<file path="config.mk">
export PLATFORM = sky130hd
export DESIGN_NAME = calc_entry
export DESIGN_NICKNAME = d
export VERILOG_FILES = /design/src/rtl/calc_pkg.sv /design/src/rtl/dec_accum.sv /design/src/rtl/calc_entry.sv
export SDC_FILE = /design/constraint.sdc
export NUM_CORES = 1
export LEC_CHECK = 0
export ABC_CLOCK_PERIOD_IN_PS = 4600
export BUFFER_PORTS_ARGS = -buffer_cell sky130_fd_sc_hd__buf_2
export CAP_MARGIN = 20
export CORE_UTILIZATION = 55
export CTS_BUF_LIST = sky130_fd_sc_hd__clkbuf_8
export CTS_CLUSTER_SIZE = 24
export DETAILED_ROUTE_END_ITERATION = 6
export HOLD_SLACK_MARGIN = 0.15
export PLACE_DENSITY_LB_ADDON = 0.08
export REMOVE_ABC_BUFFERS = 1
export SYNTH_ARGS = -nofsm -noshare
export SYNTH_HDL_FRONTEND = slang
export SYNTH_HIERARCHICAL = 1
export SYNTH_SLANG_ARGS = --single-unit
</file>
<file path="constraint.sdc">
create_clock -name clk -period 4.6 [get_ports clk]
set_clock_uncertainty 0.2 [all_clocks]
set_input_delay 0.23 -clock clk [delete_from_list [all_inputs] [get_ports clk]]
set_output_delay 0.23 -clock clk [all_outputs]
set_load 0.02 [all_outputs]
</file>
<file path="src/rtl/calc_pkg.sv">
// rtl/calc_pkg.sv - shared key codes, opcodes, state enum and instruction layout for the calculator
package calc_pkg;

    localparam logic [3:0] KEY_ADD    = 4'hA;
    localparam logic [3:0] KEY_AND    = 4'hB;
    localparam logic [3:0] KEY_XOR    = 4'hC;
    localparam logic [3:0] KEY_MUL    = 4'hD;
    localparam logic [3:0] KEY_EQUALS = 4'hE;
    localparam logic [3:0] KEY_CLEAR  = 4'hF;

    localparam logic [1:0] OP_ADD = 2'b00;
    localparam logic [1:0] OP_AND = 2'b01;
    localparam logic [1:0] OP_XOR = 2'b10;
    localparam logic [1:0] OP_MUL = 2'b11;

    localparam int OPCODE_W   = 2;
    localparam int OPER_W     = 8;
    localparam int INSTR_W    = OPCODE_W + 2 * OPER_W;
    localparam int OPCODE_LSB = 2 * OPER_W;
    localparam int OPER1_LSB  = OPER_W;
    localparam int OPER2_LSB  = 0;

    typedef enum logic [1:0] {
        ST_OPER1 = 2'd0,
        ST_OPER2 = 2'd1,
        ST_ISSUE = 2'd2
    } state_t;

    function automatic logic is_digit(input logic [3:0] k);
        return k <= 4'h9;
    endfunction

    function automatic logic is_operator(input logic [3:0] k);
        return (k >= KEY_ADD) && (k <= KEY_MUL);
    endfunction

    function automatic logic [1:0] key_to_opcode(input logic [3:0] k);
        logic [1:0] op;
        case (k)
            KEY_AND: op = OP_AND;
            KEY_XOR: op = OP_XOR;
            KEY_MUL: op = OP_MUL;
            default: op = OP_ADD;
        endcase
        return op;
    endfunction

endpackage

</file>
<file path="src/rtl/dec_accum.sv">
// rtl/dec_accum.sv - combinational decimal accumulate step: next = acc*10 + d with overflow flag
module dec_accum (
    input  logic [7:0] acc,
    input  logic [3:0] d,
    output logic [7:0] next,
    output logic       ovf
);

    logic [11:0] sum;

    // 255*10 + 9 = 2559 fits in 12 bits, so the overflow test is exact
    always_comb begin
        sum  = ({4'd0, acc} * 12'd10) + {8'd0, d};
        next = sum[7:0];
        ovf  = sum > 12'd255;
    end

endmodule

</file>
<file path="src/rtl/calc_entry.sv">
// rtl/calc_entry.sv - keypad entry sequencer building ALU instructions; CALC_CHAIN_EN enables result chaining
module calc_entry
    import calc_pkg::*;
(
    input  logic                 clk,
    input  logic                 reset,
    input  logic                 key_valid,
    input  logic [3:0]           key_code,
    input  logic [OPER_W-1:0]    result_in,
    input  logic                 instr_ready,
    output logic [INSTR_W-1:0]   instruction,
    output logic                 instr_valid,
    output logic [OPER_W-1:0]    display_value,
    output logic                 key_error
);

    state_t               state_q, state_d;
    logic [OPER_W-1:0]    acc_q, acc_d;
    logic                 has_digit_q, has_digit_d;
    logic [OPER_W-1:0]    oper1_q, oper1_d;
    logic [OPCODE_W-1:0]  opcode_q, opcode_d;
    logic [INSTR_W-1:0]   instr_q, instr_d;
    logic                 key_error_q, key_error_d;

    logic [OPER_W-1:0]    acc_next;
    logic                 acc_ovf;
    logic                 accept;
    logic [OPER_W-1:0]    default_oper1;

    dec_accum u_dec_accum (
        .acc  (acc_q),
        .d    (key_code),
        .next (acc_next),
        .ovf  (acc_ovf)
    );

`ifdef CALC_CHAIN_EN
    logic [OPER_W-1:0] last_result_q, last_result_d;

    always_ff @(posedge clk or posedge reset) begin
        if (reset) last_result_q <= '0;
        else       last_result_q <= last_result_d;
    end

    always_comb begin
        last_result_d = last_result_q;
        if (accept)
            last_result_d = result_in;
        else if (key_valid && (state_q != ST_ISSUE) && (key_code == KEY_CLEAR))
            last_result_d = '0;
    end

    assign default_oper1 = last_result_q;
`else
    logic unused_result_in;
    assign unused_result_in = ^result_in;
    assign default_oper1    = '0;
`endif

    assign accept = (state_q == ST_ISSUE) && instr_ready;

    always_ff @(posedge clk or posedge reset) begin
        if (reset) begin
            state_q     <= ST_OPER1;
            acc_q       <= '0;
            has_digit_q <= 1'b0;
            oper1_q     <= '0;
            opcode_q    <= '0;
            instr_q     <= '0;
            key_error_q <= 1'b0;
        end else begin
            state_q     <= state_d;
            acc_q       <= acc_d;
            has_digit_q <= has_digit_d;
            oper1_q     <= oper1_d;
            opcode_q    <= opcode_d;
            instr_q     <= instr_d;
            key_error_q <= key_error_d;
        end
    end

    always_comb begin
        state_d     = state_q;
        acc_d       = acc_q;
        has_digit_d = has_digit_q;
        oper1_d     = oper1_q;
        opcode_d    = opcode_q;
        instr_d     = instr_q;
        key_error_d = 1'b0;

        case (state_q)
            ST_ISSUE: begin
                // the offered instruction is never aborted; every key here is dropped
                key_error_d = key_valid;
                if (accept) begin
                    state_d     = ST_OPER1;
                    acc_d       = '0;
                    has_digit_d = 1'b0;
                end
            end
            default: begin
                if (key_valid) begin
                    if (is_digit(key_code)) begin
                        if (acc_ovf) begin
                            key_error_d = 1'b1;
                        end else begin
                            acc_d       = acc_next;
                            has_digit_d = 1'b1;
                        end
                    end else if (is_operator(key_code)) begin
                        if (state_q == ST_OPER1) begin
                            oper1_d     = has_digit_q ? acc_q : default_oper1;
                            opcode_d    = key_to_opcode(key_code);
                            acc_d       = '0;
                            has_digit_d = 1'b0;
                            state_d     = ST_OPER2;
                        end else if (has_digit_q) begin
                            key_error_d = 1'b1;
                        end else begin
                            opcode_d = key_to_opcode(key_code);
                        end
                    end else if (key_code == KEY_EQUALS) begin
                        if ((state_q == ST_OPER2) && has_digit_q) begin
                            instr_d = {opcode_q, oper1_q, acc_q};
                            state_d = ST_ISSUE;
                        end else begin
                            key_error_d = 1'b1;
                        end
                    end else begin
                        acc_d       = '0;
                        has_digit_d = 1'b0;
                        oper1_d     = '0;
                        opcode_d    = '0;
                        state_d     = ST_OPER1;
                    end
                end
            end
        endcase
    end

    // oper1 stays on the display until the first oper2 digit arrives
    always_comb begin
        display_value = acc_q;
        if (state_q == ST_ISSUE)
            display_value = instr_q[OPER2_LSB +: OPER_W];
        else if ((state_q == ST_OPER2) && !has_digit_q)
            display_value = oper1_q;
    end

    assign instruction = instr_q;
    assign instr_valid = (state_q == ST_ISSUE);
    assign key_error   = key_error_q;

endmodule

</file>
==> flow_summary.json, run 1 <==
{
  "grt_first_pass_wirelength_um": 9300,
  "number_of_antenna_violations_at_the_first_check_in_global_routing": 0,
  "setup_repair_after_global_routing_missed_its_margin": "no",
  "number_of_drc_markers_after_the_initial_detailed_route_iteration": 58,
  "pin_count_of_the_biggest_net_entering_global_routing": 41,
  "post_layout_nonfiller_instances": 347,
  "cts_made_buffers": 5,
  "detail_route.wl_per_cell_um": 15.5,
  "place.detailed.hpwl_um": 3740,
  "place.gp.congestion": 0.788,
  "top_level_ports": 44,
  "synth.avg_cell_area_um2": 10.3,
  "cts-htree-levels": 2,
  "chipWidth_um": 71.4,
  "areaGrowthSynthToFinish_pct": 12.2,
  "timing.slew.headroom": 0.356,
  "synth.ff_latch_count": 40,
  "clockRootBuffer": "sky130_fd_sc_hd__clkbuf_8",
  "first_global_vias": 1918,
  "source_of_the_worst_register_to_register_timing_path": "acc_q[1]$_DFFE_PP0P_",
  "viasPerCell": 5.81,
  "n_antenna_cell": 0,
  "grt_remaining_overflow": 0,
  "drv_slew": 0,
  "vias": 2017,
  "rr_worst_depth": 12,
  "placed_cells_incl_taps": 334,
  "worst_path_dominant_cell_family": "adder cells",
  "required_ns": 4.55,
  "netlist.area_leader.share": 0.377,
  "critical_path_arrival_ns": 3.59,
  "crit_chain": "ha_1 > ha_1 > inv_1 > fa_1 > xor2_1 > or3b_4 > nor4_4 > and3_1 > o211ai_1 > a211o_1 > nand3_1 > o211ai_1",
  "numPortBuffers": 35,
  "detailedRoute.firstPassIterationCount": 4,
  "power_leakage_uw": 0.00154,
  "worstSetupStartpointType": "flop",
  "timing.final.setup_violations": 0,
  "die_area_um2": 5100,
  "critPathMaxFanout": 9,
  "synthCells": 257,
  "layout-drive-gt1-share": 0.258,
  "rows": 24,
  "clock_sinks": 40,
  "drtAntennaViolNets": 0,
  "count_of_flip_flops_with_a_built_in_enable_after_synthesis": 0,
  "regToRegEndpoint": "acc_q[0]$_DFFE_PP0P_",
  "final_nets": 327,
  "mappedNetlistArea_um2": 2650,
  "initial_utilization": 0.589,
  "register_area_share_after_synthesis": 0.377,
  "max-vdd-ir-drop_mv": 0.320,
  "pwr_density_cell_nw_per_um2": 528,
  "yosys-top-cells-area": "sky130_fd_sc_hd__dfrtp_1 38%, sky130_fd_sc_hd__ha_1 7.1%, sky130_fd_sc_hd__mux2_2 6.8%",
  "async_flop_share": 1.00,
  "timing.final.crit_share": 0.792,
  "postSynth.topFlopCell": "sky130_fd_sc_hd__dfrtp_1",
  "critical_path.slowest_cell": "sky130_fd_sc_hd__dfrtp_1",
  "whs_endpoint": "state_q[0]$_DFFE_PP0P_",
  "final.setup.tns_ns": 0,
  "cts_max_path_buffers": 2,
  "tritoncts": "yes",
  "worst_path_largest_cell_delay_ns": 0.52,
  "run_status": "finished clean",
  "cap_viol_max_count": 0,
  "postCtsSetupRepairBufs": 0,
  "synth.lib_cells_used.distinct": 43,
  "period_minus_slack_ns": 3.64,
  "fp.coreArea_um2": 4500,
  "worstPathBufferInverterCount": 1,
  "groute.usage.overall": 0.236,
  "worstHoldPathCells": 3,
  "clk_pin_slew_ns": 0.08,
  "worst_slew_pin_slew_ns": 0.963,
  "synth_common_cells": "40 x sky130_fd_sc_hd__dfrtp_1, 32 x sky130_fd_sc_hd__nand2_1, 16 x sky130_fd_sc_hd__mux2_2, 15 x sky130_fd_sc_hd__ha_1",
  "worstSkewPairLatency_ns": 0.30,
  "design_power_total_uw": 1570,
  "synthMostInstantiatedCell": "sky130_fd_sc_hd__dfrtp_1",
  "fill_cells": 374,
  "worstSetupPathType": "flop to flop",
  "worst_hold_startpoint": "key_code[3]",
  "worstSetupEndpointType": "flop",
  "worst-r2r-setup-slack_ns": 0.96,
  "synthDominantAreaCellType": "sky130_fd_sc_hd__dfrtp_1",
  "timing.hold.worst.class": "primary input to flop",
  "detail_route.drc_violations": 0,
  "final_core_util": 0.661,
  "die_h_um": 71.4,
  "maxClockFrequency_mhz": 275,
  "final_hold_viol_count": 0,
  "totalWireLength_um": 5370,
  "yosysWarningCount": 6,
  "post_cts_resize_count": 0
}
## metrics by stage
| stage | hold WS [ns] | cell area (um^2) | worst slack, ns |
|---|---|---|---|
| final | 0.174 | 2980 | 0.959 |
| after global routing | 0.207 | 2980 | 0.769 |
| after CTS | 0.169 | 2980 | 0.951 |
| after detailed placement | 0.182 | 2830 | 0.976 |
| after global placement | 0.184 | 2830 | 1.06 |
| after floorplan | 0.127 | 2570 | 1.22 |
## worst max-delay path by stage
stage | from | endpoint | slack (ns) | depth (start not counted)
detailed placement | acc_q[1]$_DFFE_PP0P_ | acc_q[0]$_DFFE_PP0P_ | 0.98 | 12
global placement | acc_q[1]$_DFFE_PP0P_ | acc_q[0]$_DFFE_PP0P_ | 1.06 | 12
floorplan | acc_q[1]$_DFFE_PP0P_ | acc_q[0]$_DFFE_PP0P_ | 1.22 | 11
CTS | acc_q[1]$_DFFE_PP0P_ | acc_q[0]$_DFFE_PP0P_ | 0.95 | 12
finish | acc_q[1]$_DFFE_PP0P_ | acc_q[0]$_DFFE_PP0P_ | 0.96 | 12
global route | acc_q[1]$_DFFE_PP0P_ | acc_q[0]$_DFFE_PP0P_ | 0.77 | 12
## power by group
part	internal (uW)	switching [uW]	total [uW]
clock network	120	125	245
registers	424	117	541
logic	361	426	787
## cell usage in the layout (no fill, tap or decap), types with 5 or more instances in the layout
| cell | netlist | layout |
|---|---|---|
| sky130_fd_sc_hd__nand3_1 | 11 | 11 |
| sky130_fd_sc_hd__mux2_4 | 9 | 9 |
| sky130_fd_sc_hd__ha_1 | 15 | 15 |
| sky130_fd_sc_hd__a21oi_1 | 10 | 10 |
| sky130_fd_sc_hd__dlygate4sd3_1 | 0 | 5 |
| sky130_fd_sc_hd__clkbuf_8 | 0 | 6 |
| sky130_fd_sc_hd__nor2b_1 | 5 | 5 |
| sky130_fd_sc_hd__a21o_1 | 10 | 10 |
| sky130_fd_sc_hd__mux2i_1 | 8 | 8 |
| sky130_fd_sc_hd__o21ai_0 | 12 | 12 |
| sky130_fd_sc_hd__o211ai_1 | 12 | 12 |
| sky130_fd_sc_hd__dfrtp_1 | 40 | 40 |
| sky130_fd_sc_hd__buf_2 | 2 | 35 |
| sky130_fd_sc_hd__nand2_1 | 32 | 32 |
| sky130_fd_sc_hd__nor2_1 | 8 | 8 |
| sky130_fd_sc_hd__inv_1 | 8 | 8 |
| sky130_fd_sc_hd__mux2_2 | 16 | 16 |
| sky130_fd_sc_hd__and4_1 | 8 | 8 |
## cell type report
type                       instances  area, um^2  area share
multi-input combinational        196        1540       0.517
timing repair buffer              43         248      0.0832
sequential                        40        1000       0.336
clock inverter                     2        10.0     0.00336
tap                               52        65.1      0.0219
inverter                           8        30.0      0.0101
clock buffer                       6        82.6      0.0277
## flip-flops by register name, summed over array words and instances (netlist names)
register,cells
instruction,18
acc_q,8
oper1_q,8
opcode_q,2
state_q,2
has_digit_q,1
key_error,1
## worst reg2reg max path: stages (launching register included)
cell and delay (ns):
sky130_fd_sc_hd__dfrtp_1 0.52, sky130_fd_sc_hd__ha_1 0.35, sky130_fd_sc_hd__ha_1 0.17, sky130_fd_sc_hd__inv_1 0.06
sky130_fd_sc_hd__fa_1 0.40, sky130_fd_sc_hd__xor2_1 0.19, sky130_fd_sc_hd__or3b_4 0.40, sky130_fd_sc_hd__nor4_4 0.15
sky130_fd_sc_hd__and3_1 0.18, sky130_fd_sc_hd__o211ai_1 0.18, sky130_fd_sc_hd__a211o_1 0.44, sky130_fd_sc_hd__nand3_1 0.15
sky130_fd_sc_hd__o211ai_1 0.10
## kinds of logic (layout without fill, tap and decap cells)
logic type                 after synthesis  count (layout)  share of synthesized area
DFF                                     40              40                      0.377
AOI/OAI and AO/OA                       53              53                      0.129
adders and majority gates               17              17                     0.0858
buffers and inverters                   21              59                     0.0420
xor gates and xnor gates                 8               8                     0.0264
and+or+nand+nor                         85              85                      0.190
muxes                                   33              33                      0.149
## layer usage
metal	track usage	wire (um)
met1	0.316	2650
met2	0.389	2510
met3	0.0380	121
met4	0.0867	91
met5	0	0
## repair_timing
| action | 4_1_cts | 5_1_grt |
|---|---|---|
| endpoints found under the hold margin | 44 | 0 |
| endpoints found under the setup margin | 0 | 0 |
| hold buffers | 5 | 0 |
No activity file was read; power rests on OpenSTA's default activity.
==> run 2, diff against run 1 <==
--- a/config.mk
+++ b/config.mk
@@ -5,7 +5,8 @@
 export SDC_FILE = /design/constraint.sdc
 export NUM_CORES = 1
 export LEC_CHECK = 0
-export ABC_CLOCK_PERIOD_IN_PS = 4600
+export ABC_AREA = 1
+export ABC_CLOCK_PERIOD_IN_PS = 3600
 export BUFFER_PORTS_ARGS = -buffer_cell sky130_fd_sc_hd__buf_2
 export CAP_MARGIN = 20
 export CORE_UTILIZATION = 55
==> constraint.sdc (replaced) <==
create_clock -name clk -period 3.6 [get_ports clk]
set_clock_uncertainty 0.2 [all_clocks]
set_input_delay 0.18 -clock clk [delete_from_list [all_inputs] [get_ports clk]]
set_output_delay 0.18 -clock clk [all_outputs]
set_load 0.02 [all_outputs]
==> run 2 against run 1 <==
  * Critical path depth increased by 1
  * Final cell count increased by 27%
  * Non-clock buffer count unchanged
  * Flip-flop and latch count unchanged
  * Cell area decreased by 0.29%
  * Core utilization increased by 1.2 points
  * Clock power increased by 50%
  * Hold slack improved by 0.0022 ns
  * Sequential share of layout area increased by 0.099 points
  * Clock-buffer cell count decreased by 1
  * Critical path type unchanged
  * Critical endpoint unchanged
  * Largest cell class unchanged
==> flow_summary.json, run 2 <==
{
  "run_status": "finished clean",
  "timing.hold.worst.class": "primary input to flop",
  "postSynth.topFlopCell": "sky130_fd_sc_hd__dfrtp_1",
  "critical_path_arrival_ns": 3.33,
  "worstSetupPathType": "flop to flop",
  "final_core_util": 0.672,
  "numPortBuffers": 35,
  "first_global_vias": 1994,
  "synth.avg_cell_area_um2": 7.46,
  "cap_viol_max_count": 0,
  "timing.slew.headroom": 0.662,
  "areaGrowthSynthToFinish_pct": 15.3,
  "drv_slew": 0,
  "mappedNetlistArea_um2": 2570,
  "maxClockFrequency_mhz": 303,
  "required_ns": 3.63,
  "number_of_antenna_violations_at_the_first_check_in_global_routing": 0,
  "synth.lib_cells_used.distinct": 25,
  "detailedRoute.firstPassIterationCount": 4,
  "drtAntennaViolNets": 0,
  "netlist.area_leader.share": 0.389,
  "pwr_density_cell_nw_per_um2": 701,
  "number_of_drc_markers_after_the_initial_detailed_route_iteration": 134,
  "initial_utilization": 0.583,
  "yosys-top-cells-area": "sky130_fd_sc_hd__dfrtp_1 39%, sky130_fd_sc_hd__nand2_1 14%, sky130_fd_sc_hd__ha_1 7.3%",
  "async_flop_share": 1.00,
  "layout-drive-gt1-share": 0.165,
  "vias": 2288,
  "detail_route.drc_violations": 0,
  "count_of_flip_flops_with_a_built_in_enable_after_synthesis": 0,
  "timing.final.setup_violations": 0,
  "yosysWarningCount": 6,
  "synthMostInstantiatedCell": "sky130_fd_sc_hd__nand2_1",
  "grt_first_pass_wirelength_um": 9340,
  "period_minus_slack_ns": 3.30,
  "die_h_um": 70.4,
  "timing.final.crit_share": 0.916,
  "register_area_share_after_synthesis": 0.389,
  "worstSetupEndpointType": "flop",
  "final_hold_viol_count": 0,
  "cp-startpoint": "acc_q[1]$_DFFE_PP0P_",
  "crit_chain": "ha_1 > ha_1 > inv_1 > fa_1 > nand3b_1 > nor2_1 > nand3_1 > a21oi_1 > nand2_2 > nor2_4 > nand3_1 > dlygate4sd3_1 > nand2_1",
  "final.setup.tns_ns": 0,
  "worst_slew_pin_slew_ns": 0.507,
  "design_power_total_uw": 2080,
  "worst_path_dominant_cell_family": "adder cells",
  "final_nets": 421,
  "clock_sinks": 40,
  "place.detailed.hpwl_um": 3880,
  "setup_repair_after_global_routing_missed_its_margin": "no",
  "detail_route.wl_per_cell_um": 12.2,
  "worstPathBufferInverterCount": 2,
  "final_design_area_no_fill_um2": 2970,
  "top_level_ports": 44,
  "groute.usage.overall": 0.236,
  "worstSkewPairLatency_ns": 0.30,
  "totalWireLength_um": 5390,
  "max-vdd-ir-drop_mv": 0.431,
  "fp.coreArea_um2": 4410,
  "synth.ff_latch_count": 40,
  "synthCells": 345,
  "largest_register_ff_count": 18,
  "cts-htree-levels": 2,
  "power_leakage_uw": 0.00164,
  "placed_cells_incl_taps": 426,
  "worst_path_largest_cell_delay_ns": 0.55,
  "viasPerCell": 5.19,
  "source_of_the_worst_register_to_register_timing_path": "acc_q[1]$_DFFE_PP0P_",
  "grt_remaining_overflow": 0,
  "critical_path.slowest_cell": "sky130_fd_sc_hd__dlygate4sd3_1",
  "clockRootBuffer": "sky130_fd_sc_hd__clkbuf_8",
  "post_layout_nonfiller_instances": 441,
  "dpl-instance-area_um2": 2780,
  "place.gp.congestion": 0.864,
  "tritoncts": "yes",
  "worstSetupStartpointType": "flop",
  "synth_common_cells": "99 x sky130_fd_sc_hd__nand2_1, 42 x sky130_fd_sc_hd__inv_1, 40 x sky130_fd_sc_hd__dfrtp_1, 37 x sky130_fd_sc_hd__nand3_1, 24 x sky130_fd_sc_hd__o21ai_1",
  "rows": 24,
  "worst_hold_startpoint": "key_code[2]",
  "cts_made_buffers": 5,
  "synthDominantAreaCellType": "sky130_fd_sc_hd__dfrtp_1",
  "die_area_um2": 4960,
  "clk_pin_slew_ns": 0.07,
  "pin_count_of_the_biggest_net_entering_global_routing": 41,
  "n_antenna_cell": 0,
  "cts_max_path_buffers": 2,
  "chipWidth_um": 70.4,
  "leading_cell_type_in_the_layout_fill_and_taps_excluded": "sky130_fd_sc_hd__nand2_1",
  "layout.cells.most_common_list": "98 x sky130_fd_sc_hd__nand2_1, 42 x sky130_fd_sc_hd__inv_1, 40 x sky130_fd_sc_hd__dfrtp_1",
  "critPathMaxFanout": 5
}
==> run 2: area by class of cell <==
type,instances,area [um^2]
Multi-Input combinational cell,253,1370
Tap cell,52,65.1
Fill cell,403,1450
Clock buffer,5,68.8
Clock inverter,3,42.5
Inverter,45,169
Sequential cell,40,1000
Timing Repair Buffer,43,250
==> run 2: stage by stage <==
stage	setup slack, ns	hold WS, ns
floorplan	0.897	0.113
global placement	0.628	0.127
detailed placement	0.599	0.124
CTS	0.0750	0.173
global route	0.0362	0.217
finish	0.301	0.176
==> run 2: metal layers <==
metal	routed length (um)	track usage	part of all wire
met1	2630	0.358	0.49
met2	2390	0.346	0.44
met3	250	0.0303	0.046
met4	116	0.0800	0.022
met5	0	0	0
==> run 2: final timing paths <==
check | endpoint | slack, ns | cells after the start
min in group asynchronous | instruction[8]$_DFFE_PP0P_ | 0.34 | 4
worst min-delay path | acc_q[2]$_DFFE_PP0P_ | 0.18 | 4
max in group asynchronous | instruction[6]$_DFFE_PP0P_ | 2.51 | 4
worst min register to register | opcode_q[1]$_DFFE_PP0P_ | 0.28 | 2
worst max-delay path | acc_q[0]$_DFFE_PP0P_ | 0.30 | 13
worst max register to register | acc_q[0]$_DFFE_PP0P_ | 0.30 | 13
==> run 2: tightest hold or removal path: cells and delay by family <==
| family | cells | cell delay (ns) |
|---|---|---|
| adder cells (fa/ha/maj) | 1 | 0.17 |
| buffers and inverters | 1 | 0.13 |
| AND/OR/NAND/NOR | 2 | 0.15 |
==> run 2: kinds of logic after synthesis <==
logic type | share of synthesized area
compound gates | 0.103
xor+xnor | 0.0238
fa+ha+maj | 0.0885
buf+inv | 0.0812
flops | 0.389
simple gates | 0.315
==> run 2: timing repair <==
action	CTS	global route
setup buffers	0	1
hold buffers	6	0
endpoints found under the hold margin	52	0
gates resized for setup	0	2
setup endpoints to repair	0	1
==> run 2: power by group <==
part,total [uW],internal (uW),switching (uW)
logic,1090,397,698
registers,619,527,91.4
clock network,367,205,162
